$ cat config.mk
export PLATFORM = sky130hd
export DESIGN_NAME = roce_meta_arbiter
export DESIGN_NICKNAME = d
export VERILOG_FILES = /design/src/rtl/roce_meta_pkg.sv /design/src/rtl/rr_arbiter.sv /design/src/rtl/roce_meta_arbiter.sv
export SDC_FILE = /design/constraint.sdc
export NUM_CORES = 1
export LEC_CHECK = 0
export CELL_PAD_IN_SITES_DETAIL_PLACEMENT = 1
export CELL_PAD_IN_SITES_GLOBAL_PLACEMENT = 2
export CORE_AREA = 2 2 525 527
export CTS_BUF_LIST = sky130_fd_sc_hd__clkbuf_8
export DETAILED_ROUTE_END_ITERATION = 16
export DIE_AREA = 0 0 527 529
export GPL_TIMING_DRIVEN = 0
export PLACE_DENSITY = 0.3
export SYNTH_ARGS = -nofsm -noshare
export SYNTH_HDL_FRONTEND = slang
export SYNTH_HIERARCHICAL = 1
export SYNTH_SLANG_ARGS = --single-unit
$ cat constraint.sdc
create_clock -name ap_clk -period 12.1 [get_ports ap_clk]
set_clock_uncertainty 0.2 [all_clocks]
set_input_delay 1.815 -clock ap_clk [delete_from_list [all_inputs] [get_ports ap_clk]]
set_output_delay 1.815 -clock ap_clk [all_outputs]
set_load 0.02 [all_outputs]
$ cat src/rtl/roce_meta_pkg.sv
// RoCE command metadata layout shared by the meta arbiter and its users:
// field offsets inside the tx_meta word, the opcode encoding and a packing helper.
package roce_meta_pkg;

  localparam int OPCODE_LSB = 0;
  localparam int OPCODE_W   = 3;
  localparam int QPN_LSB    = 3;
  localparam int QPN_W      = 24;
  localparam int LADDR_LSB  = 27;
  localparam int LADDR_W    = 48;
  localparam int RADDR_LSB  = 75;
  localparam int RADDR_W    = 48;
  localparam int LEN_LSB    = 123;
  localparam int LEN_W      = 32;
  localparam int META_FIELDS_W = LEN_LSB + LEN_W;

  typedef enum logic [OPCODE_W-1:0] {
    RDMA_READ  = 3'd0,
    RDMA_WRITE = 3'd1,
    RDMA_SEND  = 3'd2,
    RDMA_IMMED = 3'd3,
    RDMA_ACK   = 3'd4
  } roce_opcode_t;

  // Concatenation order mirrors the offsets above, len in the top bits.
  function automatic logic [META_FIELDS_W-1:0] pack_meta(
    input roce_opcode_t       op,
    input logic [QPN_W-1:0]   qpn,
    input logic [LADDR_W-1:0] laddr,
    input logic [RADDR_W-1:0] raddr,
    input logic [LEN_W-1:0]   len
  );
    pack_meta = {len, raddr, laddr, qpn, op};
  endfunction

endpackage

$ cat src/rtl/rr_arbiter.sv
// Round-robin arbiter: one-hot grant searched from the slot after the last winner;
// the pointer only moves when a grant is actually issued.
module rr_arbiter #(
  parameter int NUM_REQ = 2
) (
  input  logic                       clk,
  input  logic                       rst,
  input  logic [NUM_REQ-1:0]         i_req,
  input  logic                       i_en,
  output logic [NUM_REQ-1:0]         o_grant,
  output logic [$clog2(NUM_REQ)-1:0] o_grant_idx,
  output logic [$clog2(NUM_REQ)-1:0] o_last_grant
);

  localparam int IDX_W = $clog2(NUM_REQ);
  localparam logic [IDX_W-1:0] LAST_RST = IDX_W'(NUM_REQ - 1);

  logic [IDX_W-1:0] r_last;
  logic [IDX_W-1:0] w_idx;
  logic             w_found;

  always_comb begin
    int               cand;
    logic [IDX_W-1:0] cand_idx;
    w_idx    = r_last;
    w_found  = 1'b0;
    cand     = 0;
    cand_idx = '0;
    for (int k = 1; k <= NUM_REQ; k++) begin
      cand     = (int'(r_last) + k) % NUM_REQ;
      cand_idx = IDX_W'(cand);
      if (!w_found && i_req[cand_idx]) begin
        w_found = 1'b1;
        w_idx   = cand_idx;
      end
    end
  end

  assign o_grant      = (i_en && w_found) ? (NUM_REQ'(1) << w_idx) : '0;
  assign o_grant_idx  = w_idx;
  assign o_last_grant = r_last;

  always_ff @(posedge clk) begin
    if (rst) begin
      r_last <= LAST_RST;
    end else if (i_en && w_found) begin
      r_last <= w_idx;
    end
  end

endmodule

$ cat src/rtl/roce_meta_arbiter.sv
// Merges NUM_REQ RoCE meta streams into one command stream under a completion-credit
// limit. Optional per-requester grant counters with `define ROCE_META_ARB_STATS_EN.
module roce_meta_arbiter
  import roce_meta_pkg::*;
#(
  parameter int NUM_REQ         = 2,
  parameter int META_W          = 256,
  parameter int STATUS_W        = 512,
  parameter int MAX_OUTSTANDING = 8
) (
  input  logic                      ap_clk,
  input  logic                      areset,
  input  logic                      enable,
  input  logic [NUM_REQ-1:0]        s_axis_req_tvalid,
  output logic [NUM_REQ-1:0]        s_axis_req_tready,
  input  logic [NUM_REQ*META_W-1:0] s_axis_req_tdata,
  output logic                      m_axis_tx_meta_tvalid,
  input  logic                      m_axis_tx_meta_tready,
  output logic [META_W-1:0]         m_axis_tx_meta_tdata,
  output logic [META_W/8-1:0]       m_axis_tx_meta_tkeep,
  output logic                      m_axis_tx_meta_tlast,
  input  logic                      s_axis_tx_status_tvalid,
  output logic                      s_axis_tx_status_tready,
  input  logic [STATUS_W-1:0]       s_axis_tx_status_tdata,
  output logic [7:0]                outstanding,
  output logic                      idle,
  output logic                      credit_err
`ifdef ROCE_META_ARB_STATS_EN
  ,
  output logic [NUM_REQ*32-1:0]     grant_cnt
`endif
);

  localparam int IDX_W = $clog2(NUM_REQ);
  localparam logic [7:0] MAX_OS = 8'(MAX_OUTSTANDING);

  logic              r_out_vld;
  logic [META_W-1:0] r_out_data;
  logic [7:0]        r_outstanding;
  logic              r_credit_err;

  logic              w_cpl;
  logic              w_out_free;
  logic              w_credit_ok;
  logic              w_arb_en;
  logic              w_grant_any;
  logic [NUM_REQ-1:0] w_grant;
  logic [IDX_W-1:0]  w_grant_idx;
  logic [IDX_W-1:0]  w_last_grant;
  logic              w_unused;

  assign w_cpl      = s_axis_tx_status_tvalid;
  assign w_out_free = !r_out_vld || m_axis_tx_meta_tready;
  // A completion in the same cycle returns its credit immediately, even at the limit.
  assign w_credit_ok = (r_outstanding < MAX_OS) || (w_cpl && (r_outstanding != 8'd0));
  assign w_arb_en    = !areset && enable && w_credit_ok && w_out_free;

  rr_arbiter #(
    .NUM_REQ(NUM_REQ)
  ) u_rr_arbiter (
    .clk          (ap_clk),
    .rst          (areset),
    .i_req        (s_axis_req_tvalid),
    .i_en         (w_arb_en),
    .o_grant      (w_grant),
    .o_grant_idx  (w_grant_idx),
    .o_last_grant (w_last_grant)
  );

  assign w_grant_any = |w_grant;

  always_ff @(posedge ap_clk) begin
    if (areset) begin
      r_out_vld     <= 1'b0;
      r_outstanding <= 8'd0;
      r_credit_err  <= 1'b0;
    end else begin
      if (w_grant_any) begin
        r_out_vld <= 1'b1;
      end else if (m_axis_tx_meta_tready) begin
        r_out_vld <= 1'b0;
      end
      if (w_grant_any && !w_cpl) begin
        r_outstanding <= r_outstanding + 8'd1;
      end else if (!w_grant_any && w_cpl) begin
        if (r_outstanding == 8'd0) begin
          r_credit_err <= 1'b1;
        end else begin
          r_outstanding <= r_outstanding - 8'd1;
        end
      end
    end
  end

  // Payload register carries no reset; r_out_vld qualifies it.
  always_ff @(posedge ap_clk) begin
    if (w_grant_any) begin
      r_out_data <= s_axis_req_tdata[int'(w_grant_idx)*META_W +: META_W];
    end
  end

`ifdef ROCE_META_ARB_STATS_EN
  logic [NUM_REQ*32-1:0] r_grant_cnt;

  always_ff @(posedge ap_clk) begin
    if (areset) begin
      r_grant_cnt <= '0;
    end else begin
      for (int i = 0; i < NUM_REQ; i++) begin
        if (w_grant[i]) begin
          r_grant_cnt[i*32 +: 32] <= r_grant_cnt[i*32 +: 32] + 32'd1;
        end
      end
    end
  end

  assign grant_cnt = r_grant_cnt;
`endif

  assign s_axis_req_tready       = w_grant;
  assign m_axis_tx_meta_tvalid   = r_out_vld;
  assign m_axis_tx_meta_tdata    = r_out_data;
  assign m_axis_tx_meta_tkeep    = '1;
  assign m_axis_tx_meta_tlast    = 1'b1;
  assign s_axis_tx_status_tready = 1'b1;
  assign outstanding             = r_outstanding;
  assign credit_err              = r_credit_err;
  assign idle = (r_outstanding == 8'd0) && !r_out_vld && !(|s_axis_req_tvalid);

  // Completion payload and the arbiter pointer are not consumed here.
  assign w_unused = ^{s_axis_tx_status_tdata, w_last_grant};

endmodule

==> results.yml <==
status:
  outcome: "finished, final reports clean"
floorplanning:
  rows: 192
  die_x_um: 527
  coreArea_um2: 273000
  design.portCount: 1334
  start_util_pct: 4.31
  die_h_um: 529
  die_area_um2: 279000
sta:
  rsz0062_at_grt: "no"
  min_period_ns: 6.83
  worst_slew_pin_slew_ns: 1.04
  slew_viol_final: 0
  tns_ns: 0
  fmaxAchievable_ghz: 0.146
  hold_viol_final: 0
  setup_viol: 0
  worst_slack_ns: 5.27
  relSlewSlack_pct: 30.8
  finalCritPeriodShare_pct: 56.5
global_route:
  antenna_found_initial: 134
  grt_overflow: 0
  track_usage_pct: 8.13
  grt_pass1_wl_um: 140000
  grt_max_degree: 93
  grt_pass1_vias: 10771
drt:
  ant_nets: 0
  via_per_inst: 1.94
  wl_per_cell_um: 22.4
  routed-via-count: 10176
  m1WireLength_um: 38200
  wl_met3_um: 15200
  met2_length_um: 60700
  wirelength_um: 117000
  drc: 0
  drtIter0Drc: 348
  drtPass1Iterations: 4
  routed.top_layer: "met5"
cts:
  hold_buffers: 0
  ctsHtreeMaxLevel: 3
  cts_tree: "done"
  cts-root-buf: "clkbuf_8"
  insertion_delay_ns: 0.82
  cts_buffers: 80
  clockBufferDepth: 4
  numClockSinks: 267
  cts_resized: 0
  post_cts_buffers: 0
  clk_pin_slew_ns: 0.06
power_and_ir_drop:
  power.density_nw_per_um2: 134
  p_leak_nw: 7.96
  ir_drop_uv: 106
  power.total_mw: 3.47
min_path:
  worstHoldPathType: "reg -> reg"
  hold_end: "credit_err"
  hold_start: "credit_err"
  worstHoldPathCells: 2
synth:
  synth_top_family_by_area: "multiplexers"
  postSynthAreaPerCell_um2: 17.5
  postSynthCellCount: 673
  synth_seq_area_share_pct: 67.2
  synth-xor-area-share_pct: 0.298
  netlist_area_um2: 11800
  ys_types: 39
  async_flop_share_pct: 0
  yosys.area.top_type: "edfxtp_1"
  synth_compound_area_share_pct: 1.49
  yosysTopAreaCellShare_pct: 65.3
  yosys_register_bits: 267
  synth_common_cells: "edfxtp_1, mux2_2, buf_4, clkbuf_1, dfxtp_1"
  yosys_warnings: 6
  synth.area.mux_share_pct: 24.8
  synth_enable_flop_cells: 256
  ys.flop_type: "edfxtp_1"
  ys_top_cells_by_area: "edfxtp_1, mux2_2, buf_4"
  synthAdderAreaFrac_pct: 1.02
  synthSimpleGateAreaFrac_pct: 1.78
setup_path:
  crit_path_start_kind: "primary input"
  r2r-end: "outstanding[7]"
  rr_worst_depth: 16
  path_class: "in -> out"
  arrival_ns: 4.82
  crit_path_max_fanout: 10
  r2r-start: "outstanding[3]"
  required_ns: 10.09
  rrSetupSlack_ns: 6.79
  cp-end-kind: "output pin"
cells_and_area:
  finalNetCount: 2618
  utilization_pct: 9.48
  fill_cells: 31723
  drive_gt1_share_pct: 25.2
  syn_to_final_growth_pct: 120
  final_cells: 5244
placed_design:
  io_buffers: 787
  globalplace.congestion: 0.700
  dp_cells: 5085
  dp_hpwl_um: 101000
  dp_worst_setup_slack_ns: 4.79
job:
  timing.max_cap.violations: 0
==> layout make-up <==
type	count	area (µm²)	share of cell area, %
repair buffers	790	7960	30.8
diodes	27	67.6	0.261
inverters	4	22.5	0.0870
flip-flops and latches	267	7910	30.6
clock buffers	83	1140	4.41
multi-input cells	371	3590	13.9
well taps	3589	4490	17.4
clock inverters	49	312	1.20
plain buffers	64	384	1.48
==> routing by layer <==
layer | vias up | GRT usage [%]
met4 | 74 | 2.16
met1 | 4768 | 7.56
met5 | - | 0
met2 | 689 | 14.9
met3 | 239 | 4.87
li1 | 4406 | -
==> kinds of logic after synthesis <==
family	Yosys count
AO/OA/AOI/OAI	27
flip-flops	267
AND/OR/NAND/NOR	37
multiplexers	260
other	1
adder cells (fa/ha/maj)	9
buffers and inverters	68
XOR/XNOR	4
==> sequential cells by signal, indices dropped and copies added (netlist names) <==
register / flops
credit_err: 1
m_axis_tx_meta_tdata: 256
m_axis_tx_meta_tvalid: 1
outstanding: 8
u_rr_arbiter/o_last_grant: 1
==> worst max-delay path, cell delays in order <==
cell and delay (ns):
clkdlybuf4s50_1 0.60, clkbuf_1 0.37, nor4bb_1 0.67, nand2_1 0.18, a21oi_1 0.23, clkdlybuf4s50_1 0.93
==> how the worst max path moves through the flow <==
stage,start,cells after the start,end
final,areset,6,s_axis_req_tready[0]
after global routing,areset,6,s_axis_req_tready[0]
after CTS,areset,6,s_axis_req_tready[0]
after detailed placement,areset,16,outstanding[7]
after global placement,areset,15,outstanding[7]
after floorplan,areset,14,outstanding[7]
==> metrics by stage <==
step	hold WS [ns]	cell area, µm²
floorplan	0.312	11900
global placement	0.258	24300
detailed placement	0.274	24400
CTS	0.292	25800
global route	0.338	25800
finish	0.287	25900
==> layout by cell type, fill, tap and decap left out, types with 3 or more instances in the layout <==
master / n
clkbuf_2: 3
o21bai_1: 3
conb_1: 34
o21ai_0: 4
a211oi_1: 3
inv_1: 29
buf_4: 34
buf_16: 3
nand3_1: 3
a21oi_1: 9
edfxtp_1: 256
diode_2: 27
clkbuf_1: 16
mux2_2: 256
buf_2: 10
xnor2_1: 4
clkinv_1: 6
clkinv_2: 9
nor3_1: 3
clkdlybuf4s50_1: 787
bufinv_16: 4
ha_1: 8
clkbuf_8: 83
clkinvlp_4: 3
dfxtp_1: 11
nand2_1: 8
mux2i_1: 3
nor2_1: 10
==> where the power goes <==
part	leakage (nW)	internal (mW)	switching (mW)
combinational	4.68	0.473	0.489
clock	0.842	0.711	0.609
sequential	2.44	1.15	0.0422
total	7.96	2.33	1.14
Power figures use the tool's default switching activity.
